`src/rtl/trigger_pkg.sv`:
```
// Shared types and constants for the acquisition trigger engine.
// State encoding and trigger mode values.
package trigger_pkg;

  typedef enum logic [2:0] {
    IDLE,
    WAIT_A,
    WAIT_B,
    CAPTURE,
    DONE
  } state_t;

  localparam logic [1:0] MODE_RISE  = 2'd0;
  localparam logic [1:0] MODE_FALL  = 2'd1;
  localparam logic [1:0] MODE_FORCE = 2'd2;
  localparam logic [1:0] MODE_AUTO  = 2'd3;

endpackage

```
`src/rtl/trigger_if.sv`:
```
// Sample stream in, FIFO write port out.
// slave is the engine side, master the environment side.
interface trigger_if #(
  parameter int NCH = 14,
  parameter int W   = 12
);
  logic             in_valid;
  logic [NCH*W-1:0] in_data;
  logic             fifo_wr;
  logic [NCH*W-1:0] fifo_data;
  logic             fifo_afull;

  modport master (
    output in_valid, in_data, fifo_afull,
    input  fifo_wr, fifo_data
  );

  modport slave (
    input  in_valid, in_data, fifo_afull,
    output fifo_wr, fifo_data
  );
endinterface

```
`src/rtl/trig_compare.sv`:
```
// Picks the trigger channel out of the stage-1 word and
// compares it against both thresholds (signed, strict).
module trig_compare #(
  parameter int NCH = 14,
  parameter int W   = 12,
  localparam int CW = (NCH > 1) ? $clog2(NCH) : 1
) (
  input  logic [NCH*W-1:0]    data,
  input  logic [CW-1:0]       chan,
  input  logic signed [W-1:0] lower,
  input  logic signed [W-1:0] upper,
  output logic                below,
  output logic                above
);
  logic signed [W-1:0] sample;

  assign sample = data[int'(chan)*W +: W];
  assign below  = sample < lower;
  assign above  = sample > upper;
endmodule

```
`src/rtl/trigger_engine.sv`:
```
// Threshold-crossing trigger and capture engine feeding the
// sample FIFO; FSM, counters and output registers.
module trigger_engine
  import trigger_pkg::*;
#(
  parameter int NCH   = 14,
  parameter int W     = 12,
  parameter int LEN_W = 16,
  parameter int TO_W  = 16,
  localparam int CW   = (NCH > 1) ? $clog2(NCH) : 1
) (
  input  logic             clk,
  input  logic             rst,
  trigger_if.slave         bus,
  input  logic             arm,
  input  logic             abort,
  input  logic [CW-1:0]    cfg_chan,
  input  logic [1:0]       cfg_mode,
  input  logic [W-1:0]     cfg_lower,
  input  logic [W-1:0]     cfg_upper,
  input  logic [LEN_W-1:0] cfg_length,
  input  logic [TO_W-1:0]  cfg_timeout,
  output logic             busy,
  output logic             done,
  output logic [LEN_W-1:0] count,
  output logic             timed_out,
  output logic             overflow
);
  state_t             state;
  logic               s1_valid;
  logic [NCH*W-1:0]   s1_data;
  logic [CW-1:0]      chan_l;
  logic [1:0]         mode_l;
  logic [W-1:0]       lower_l;
  logic [W-1:0]       upper_l;
  logic [LEN_W-1:0]   length_l;
  logic [TO_W-1:0]    timeout_l;
  logic [TO_W-1:0]    to_cnt;
  logic below, above;
  logic arm_ok, fire, hit_to;
  logic waiting, trig, cap;

  trig_compare #(.NCH(NCH), .W(W)) u_cmp (
    .data  (s1_data),
    .chan  (chan_l),
    .lower (lower_l),
    .upper (upper_l),
    .below (below),
    .above (above)
  );

  always_comb begin
    arm_ok = below;
    fire   = above;
    unique case (1'b1)
      mode_l == MODE_FALL: begin
        arm_ok = above;
        fire   = below;
      end
      mode_l == MODE_FORCE: begin
        arm_ok = 1'b0;
        fire   = 1'b1;
      end
      default: ;
    endcase
    hit_to  = (mode_l == MODE_AUTO) &&
              (to_cnt == timeout_l);
    waiting = (state == WAIT_A) ||
              (state == WAIT_B);
    trig    = waiting &&
              (hit_to || (state == WAIT_B && fire));
    // The triggering beat is itself the first capture beat
    cap     = s1_valid && (trig || state == CAPTURE);
  end

  assign busy = state != IDLE;

  always_ff @(posedge clk or posedge rst) begin
    if (rst) begin
      state         <= IDLE;
      s1_valid      <= 1'b0;
      s1_data       <= '0;
      chan_l        <= '0;
      mode_l        <= '0;
      lower_l       <= '0;
      upper_l       <= '0;
      length_l      <= '0;
      timeout_l     <= '0;
      to_cnt        <= '0;
      bus.fifo_wr   <= 1'b0;
      bus.fifo_data <= '0;
      done          <= 1'b0;
      count         <= '0;
      timed_out     <= 1'b0;
      overflow      <= 1'b0;
    end else begin
      s1_valid    <= bus.in_valid;
      s1_data     <= bus.in_data;
      bus.fifo_wr <= 1'b0;
      done        <= 1'b0;
      if (abort) begin
        state <= IDLE;
      end else if (cap) begin
        if (state != CAPTURE) timed_out <= hit_to;
        if (bus.fifo_afull) begin
          overflow <= 1'b1;
          state    <= DONE;
        end else begin
          bus.fifo_wr   <= 1'b1;
          bus.fifo_data <= s1_data;
          count         <= count + 1'b1;
          state <= (count + 1'b1 == length_l) ?
                   DONE : CAPTURE;
        end
      end else begin
        unique case (state)
          IDLE: if (arm) begin
            chan_l    <= cfg_chan;
            mode_l    <= cfg_mode;
            lower_l   <= cfg_lower;
            upper_l   <= cfg_upper;
            length_l  <= cfg_length;
            timeout_l <= cfg_timeout;
            count     <= '0;
            timed_out <= 1'b0;
            overflow  <= 1'b0;
            to_cnt    <= '0;
            if (cfg_length == '0)
              state <= DONE;
            else if (cfg_mode == MODE_FORCE)
              state <= WAIT_B;
            else
              state <= WAIT_A;
          end
          WAIT_A, WAIT_B: if (s1_valid) begin
            if (to_cnt != '1) to_cnt <= to_cnt + 1'b1;
            if (state == WAIT_A && arm_ok)
              state <= WAIT_B;
          end
          CAPTURE: ;
          DONE: begin
            done  <= 1'b1;
            state <= IDLE;
          end
          default: state <= IDLE;
        endcase
      end
    end
  end
endmodule

```
`src/flat_wrapper.sv`:
```
// flat-port wrapper written by rule: the top's interface ports become plain ports
module trigger_engine_flat import trigger_pkg::*;
#(
  parameter int NCH   = 14,
  parameter int W     = 12,
  parameter int LEN_W = 16,
  parameter int TO_W  = 16,
  localparam int CW   = (NCH > 1) ? $clog2(NCH) : 1
)
  (clk, rst, arm, abort, cfg_chan, cfg_mode, cfg_lower, cfg_upper, cfg_length, cfg_timeout, busy, done, count, timed_out, overflow, bus_in_valid, bus_in_data, bus_fifo_afull, bus_fifo_wr, bus_fifo_data);
  trigger_if #(.NCH(NCH), .W(W)) bus_i ();
  input  logic clk;
  input  logic rst;
  input  logic arm;
  input  logic abort;
  input  logic [CW-1:0] cfg_chan;
  input  logic [1:0] cfg_mode;
  input  logic [W-1:0] cfg_lower;
  input  logic [W-1:0] cfg_upper;
  input  logic [LEN_W-1:0] cfg_length;
  input  logic [TO_W-1:0] cfg_timeout;
  output logic busy;
  output logic done;
  output logic [LEN_W-1:0] count;
  output logic timed_out;
  output logic overflow;
  input wire logic [$bits(bus_i.in_valid)-1:0] bus_in_valid;
  input wire logic [$bits(bus_i.in_data)-1:0] bus_in_data;
  input wire logic [$bits(bus_i.fifo_afull)-1:0] bus_fifo_afull;
  output wire logic [$bits(bus_i.fifo_wr)-1:0] bus_fifo_wr;
  output wire logic [$bits(bus_i.fifo_data)-1:0] bus_fifo_data;
  assign bus_i.in_valid = bus_in_valid;
  assign bus_i.in_data = bus_in_data;
  assign bus_i.fifo_afull = bus_fifo_afull;
  assign bus_fifo_wr = bus_i.fifo_wr;
  assign bus_fifo_data = bus_i.fifo_data;
  trigger_engine #(.NCH(NCH), .W(W), .LEN_W(LEN_W), .TO_W(TO_W)) u_core (.clk(clk), .rst(rst), .bus(bus_i), .arm(arm), .abort(abort), .cfg_chan(cfg_chan), .cfg_mode(cfg_mode), .cfg_lower(cfg_lower), .cfg_upper(cfg_upper), .cfg_length(cfg_length), .cfg_timeout(cfg_timeout), .busy(busy), .done(done), .count(count), .timed_out(timed_out), .overflow(overflow));
endmodule
```
`config.mk`:
```
export PLATFORM = sky130hd
export DESIGN_NAME = trigger_engine_flat
export DESIGN_NICKNAME = d
export VERILOG_FILES = /design/src/rtl/trigger_pkg.sv /design/src/rtl/trigger_if.sv /design/src/rtl/trig_compare.sv /design/src/rtl/trigger_engine.sv /design/src/flat_wrapper.sv
export SDC_FILE = /design/constraint.sdc
export NUM_CORES = 1
export LEC_CHECK = 0
export CAP_MARGIN = 20
export CORE_MARGIN = 8
export CORE_UTILIZATION = 50
export CTS_CLUSTER_DIAMETER = 100
export DETAILED_ROUTE_END_ITERATION = 10
export PLACE_DENSITY = 0.8
export SKIP_CTS_REPAIR_TIMING = 1
export SLEW_MARGIN = 25
export SYNTH_ARGS = -nofsm -noshare
export SYNTH_HDL_FRONTEND = slang
export SYNTH_HIERARCHICAL = 1
export SYNTH_SLANG_ARGS = --single-unit
```
`constraint.sdc`:
```
create_clock -name clk -period 18.7 [get_ports clk]
set_input_delay 3.74 -clock clk [delete_from_list [all_inputs] [get_ports clk]]
set_output_delay 3.74 -clock clk [all_outputs]
set_load 0.03 [all_outputs]
```
==> out/qor.yml <==
reg2reg_slack_ps: 11390
synth.area.mux_share: 0.09425
finalClockSkew_ps: 20.23
wirelength_mm: 55.44
htree_levels: 2
mostFrequentLayoutCells: "nand2_1 (548), dfrtp_1 (437), clkdlybuf4s50_1 (424)"
postSynthNetCount: 1842
grt_overflow_total: 0
wire_per_inst_um: 22.30
max_freq_mhz: 136.7
avgSynthCellArea_um2: 11.18
yosys-top-cells-area: "dfrtp_1 (62%), nand2_1 (12%), mux2_2 (3.9%), mux4_2 (3.2%), mux2i_1 (2.0%)"
fin_crit_ps: 7313
status: "complete, no violations"
synthAdderAreaFrac: 0.01986
drive_above_1_share: 0.08974
synthXorXnorAreaFrac: 0.02135
tns_ps: 0
fin_area_um2: 23740
path_max_fanout: 75
required_ps: 19190
crit_type: "reg2reg"
async_flop_share: 1.000
synth_compound_area_frac: 0.05028
cts_tree: "built"
place_area_um2: 22200
hold-worst-slack_ps: 461.3
rsz0062_at_grt: "no"
drc_errors: 0
powerDensity_nw_per_um2: 162.8
grt_max_degree: 154
synth_top_area_cell: "dfrtp_1"
syn_inst: 1578
dieArea_um2: 41550
routed_via_density: 5.428
cts_sinks: 438
ant_nets: 0
core_area_um2: 35140
cap_violations: 0
cp.arrival_ps: 7810
worstSetupEndpointType: "flip-flop"
insertion_delay_ps: 560
min_period_over_period: 0.3911
nNetsFinal: 2247
ios: 425
clock-root-buffer: "clkbuf_16"
hold_class: "reg2reg"
power_leakage_nw: 10.90
grt_pass1_wl_mm: 85.18
dp.cells: 2398
drtIter0Drc: 1061
max-vdd-ir-drop_mv: 0.1156
fillers: 2500
fp.dieW_um: 203.8
gp_congestion: 0.9378
clock_path_buffers: 3
yosys.area_share.simple: 0.1622
port_buffers: 424
start_util: 0.5021
track_usage: 0.2651
tightest_slew_ps: 985.4
clkSlewWorstSetupHoldPaths_ps: 70
grt_pass1_vias: 14471
ys.flop_type: "dfrtp_1"
synth_top_family_by_area: "simple AND/OR/NAND/NOR gates"
synth_cell_types: 58
yosys_warnings: 6
first_pass_iters: 5
hold_violations: 0
max_slew_margin: 0.3431
rows: 69
final_util: 0.6755
die_y_um: 203.8
finalMaxSlewViolations: 0
layout_commonest_cell: "nand2_1"
cp-start-kind: "flip-flop"
vias: 13494
area_growth_pct: 34.54
setup_violations: 0
netlist_area_um2: 17640
ys_ff_latch: 438
synth_edf_count: 0
synth.top_cell.area_share: 0.6212
ys_seq_area_frac: 0.6212
hpwl_mm: 40.43
cts-buffers-inserted: 44
fin_cells: 2486
antenna_found_initial: 13
==> layout make-up <==
| cell class | instances | area, um^2 | share of cell area |
|---|---|---|---|
| Timing Repair Buffer | 434 | 4332 | 0.1825 |
| Antenna cell | 8 | 20.02 | 0.0008434 |
| Tap cell | 461 | 576.8 | 0.02430 |
| Clock buffer | 66 | 1354 | 0.05703 |
| Sequential cell | 438 | 10960 | 0.4619 |
| Clock inverter | 14 | 156.4 | 0.006589 |
| Inverter | 44 | 182.7 | 0.007696 |
| Multi-Input combinational cell | 1021 | 6151 | 0.2591 |
==> per-stage QoR <==
| stage | setup slack [ps] | total power, mW |
|---|---|---|
| final | 11390 | 3.865 |
| after global routing | 10960 | 4.070 |
| after CTS | 11430 | 3.887 |
| after detailed placement | 11540 | 2.968 |
| after global placement | 11650 | 2.930 |
| after floorplan | 2758 | 2.320 |
==> cell usage after synthesis, types with 5 or more instances <==
| master | count |
|---|---|
| buf_4 | 7 |
| nor3_1 | 14 |
| o221ai_1 | 9 |
| buf_1 | 5 |
| mux2i_1 | 36 |
| o22ai_1 | 11 |
| o21ai_0 | 38 |
| nand2_1 | 548 |
| a21o_1 | 8 |
| nor2_1 | 21 |
| mux2_2 | 61 |
| buf_2 | 33 |
| and3_1 | 6 |
| nand4_1 | 16 |
| nand2b_1 | 9 |
| xor2_1 | 12 |
| ha_1 | 28 |
| o31ai_1 | 5 |
| a21oi_1 | 32 |
| a31oi_1 | 7 |
| nor4_1 | 13 |
| nand3_1 | 22 |
| inv_1 | 43 |
| dfrtp_1 | 438 |
| xnor2_1 | 31 |
| or3_1 | 13 |
| mux4_2 | 25 |
| o211ai_1 | 6 |
| nor2b_1 | 6 |
| clkbuf_1 | 26 |
==> registers in the layout (all words and copies together) (netlist names), 2 cells and up <==
name / cells
u_core/to_cnt: 16
u_core/chan_l: 4
u_core/length_l: 16
u_core/mode_l: 2
u_core/state: 3
u_core/bus.fifo_data: 168
u_core/lower_l: 12
u_core/count: 16
u_core/s1_data: 168
u_core/timeout_l: 16
u_core/upper_l: 12
==> layer usage <==
metal / GRT usage / share of wire
met5: 0 / 0.0012
met4: 0.08910 / 0.030
met3: 0.07561 / 0.086
met2: 0.4473 / 0.50
met1: 0.3247 / 0.38
==> where the power goes <==
part / leakage [nW] / switching, mW / total [mW] / internal, mW
clock network: 0.752 / 0.370 / 0.901 / 0.531
registers: 5.45 / 0.195 / 1.38 / 1.19
logic: 4.71 / 0.914 / 1.58 / 0.668
==> final timing paths <==
kind                                      from  cells past startpoint                         to
max                           u_core/chan_l[0]                     20  u_core/bus.fifo_data[128]
min                        u_core/s1_data[141]                      2  u_core/bus.fifo_data[141]
max reg2reg                   u_core/chan_l[0]                     20  u_core/bus.fifo_data[128]
min reg2reg                u_core/s1_data[141]                      2  u_core/bus.fifo_data[141]
max in group asynchronous                  rst                      4        u_core/timeout_l[5]
min in group asynchronous                  rst                      2         u_core/s1_data[21]
==> kinds of logic after synthesis <==
| logic type | after synthesis |
|---|---|
| AO/OA/AOI/OAI | 139 |
| XOR/XNOR | 43 |
| adder cells (fa/ha/maj) | 28 |
| buffers and inverters | 119 |
| flip-flops | 438 |
| multiplexers | 124 |
| AND/OR/NAND/NOR | 687 |
==> critical path: stages, from the launching register on <==
cell      delay (ps)
dfrtp_4          550
buf_4            790
mux4_2           620
nand2_1          110
a21oi_1           70
a31oi_1          260
o21ai_0          240
ha_1             330
nand4_1          110
or3_1            390
nand4b_1         100
mux2i_1          130
a211oi_1         260
a21oi_1           70
o211ai_1         260
o21a_1           450
or3_4            630
buf_4            660
buf_4            750
nand2_1          180
nand2_1          120
(Power assumes the default switching activity.)
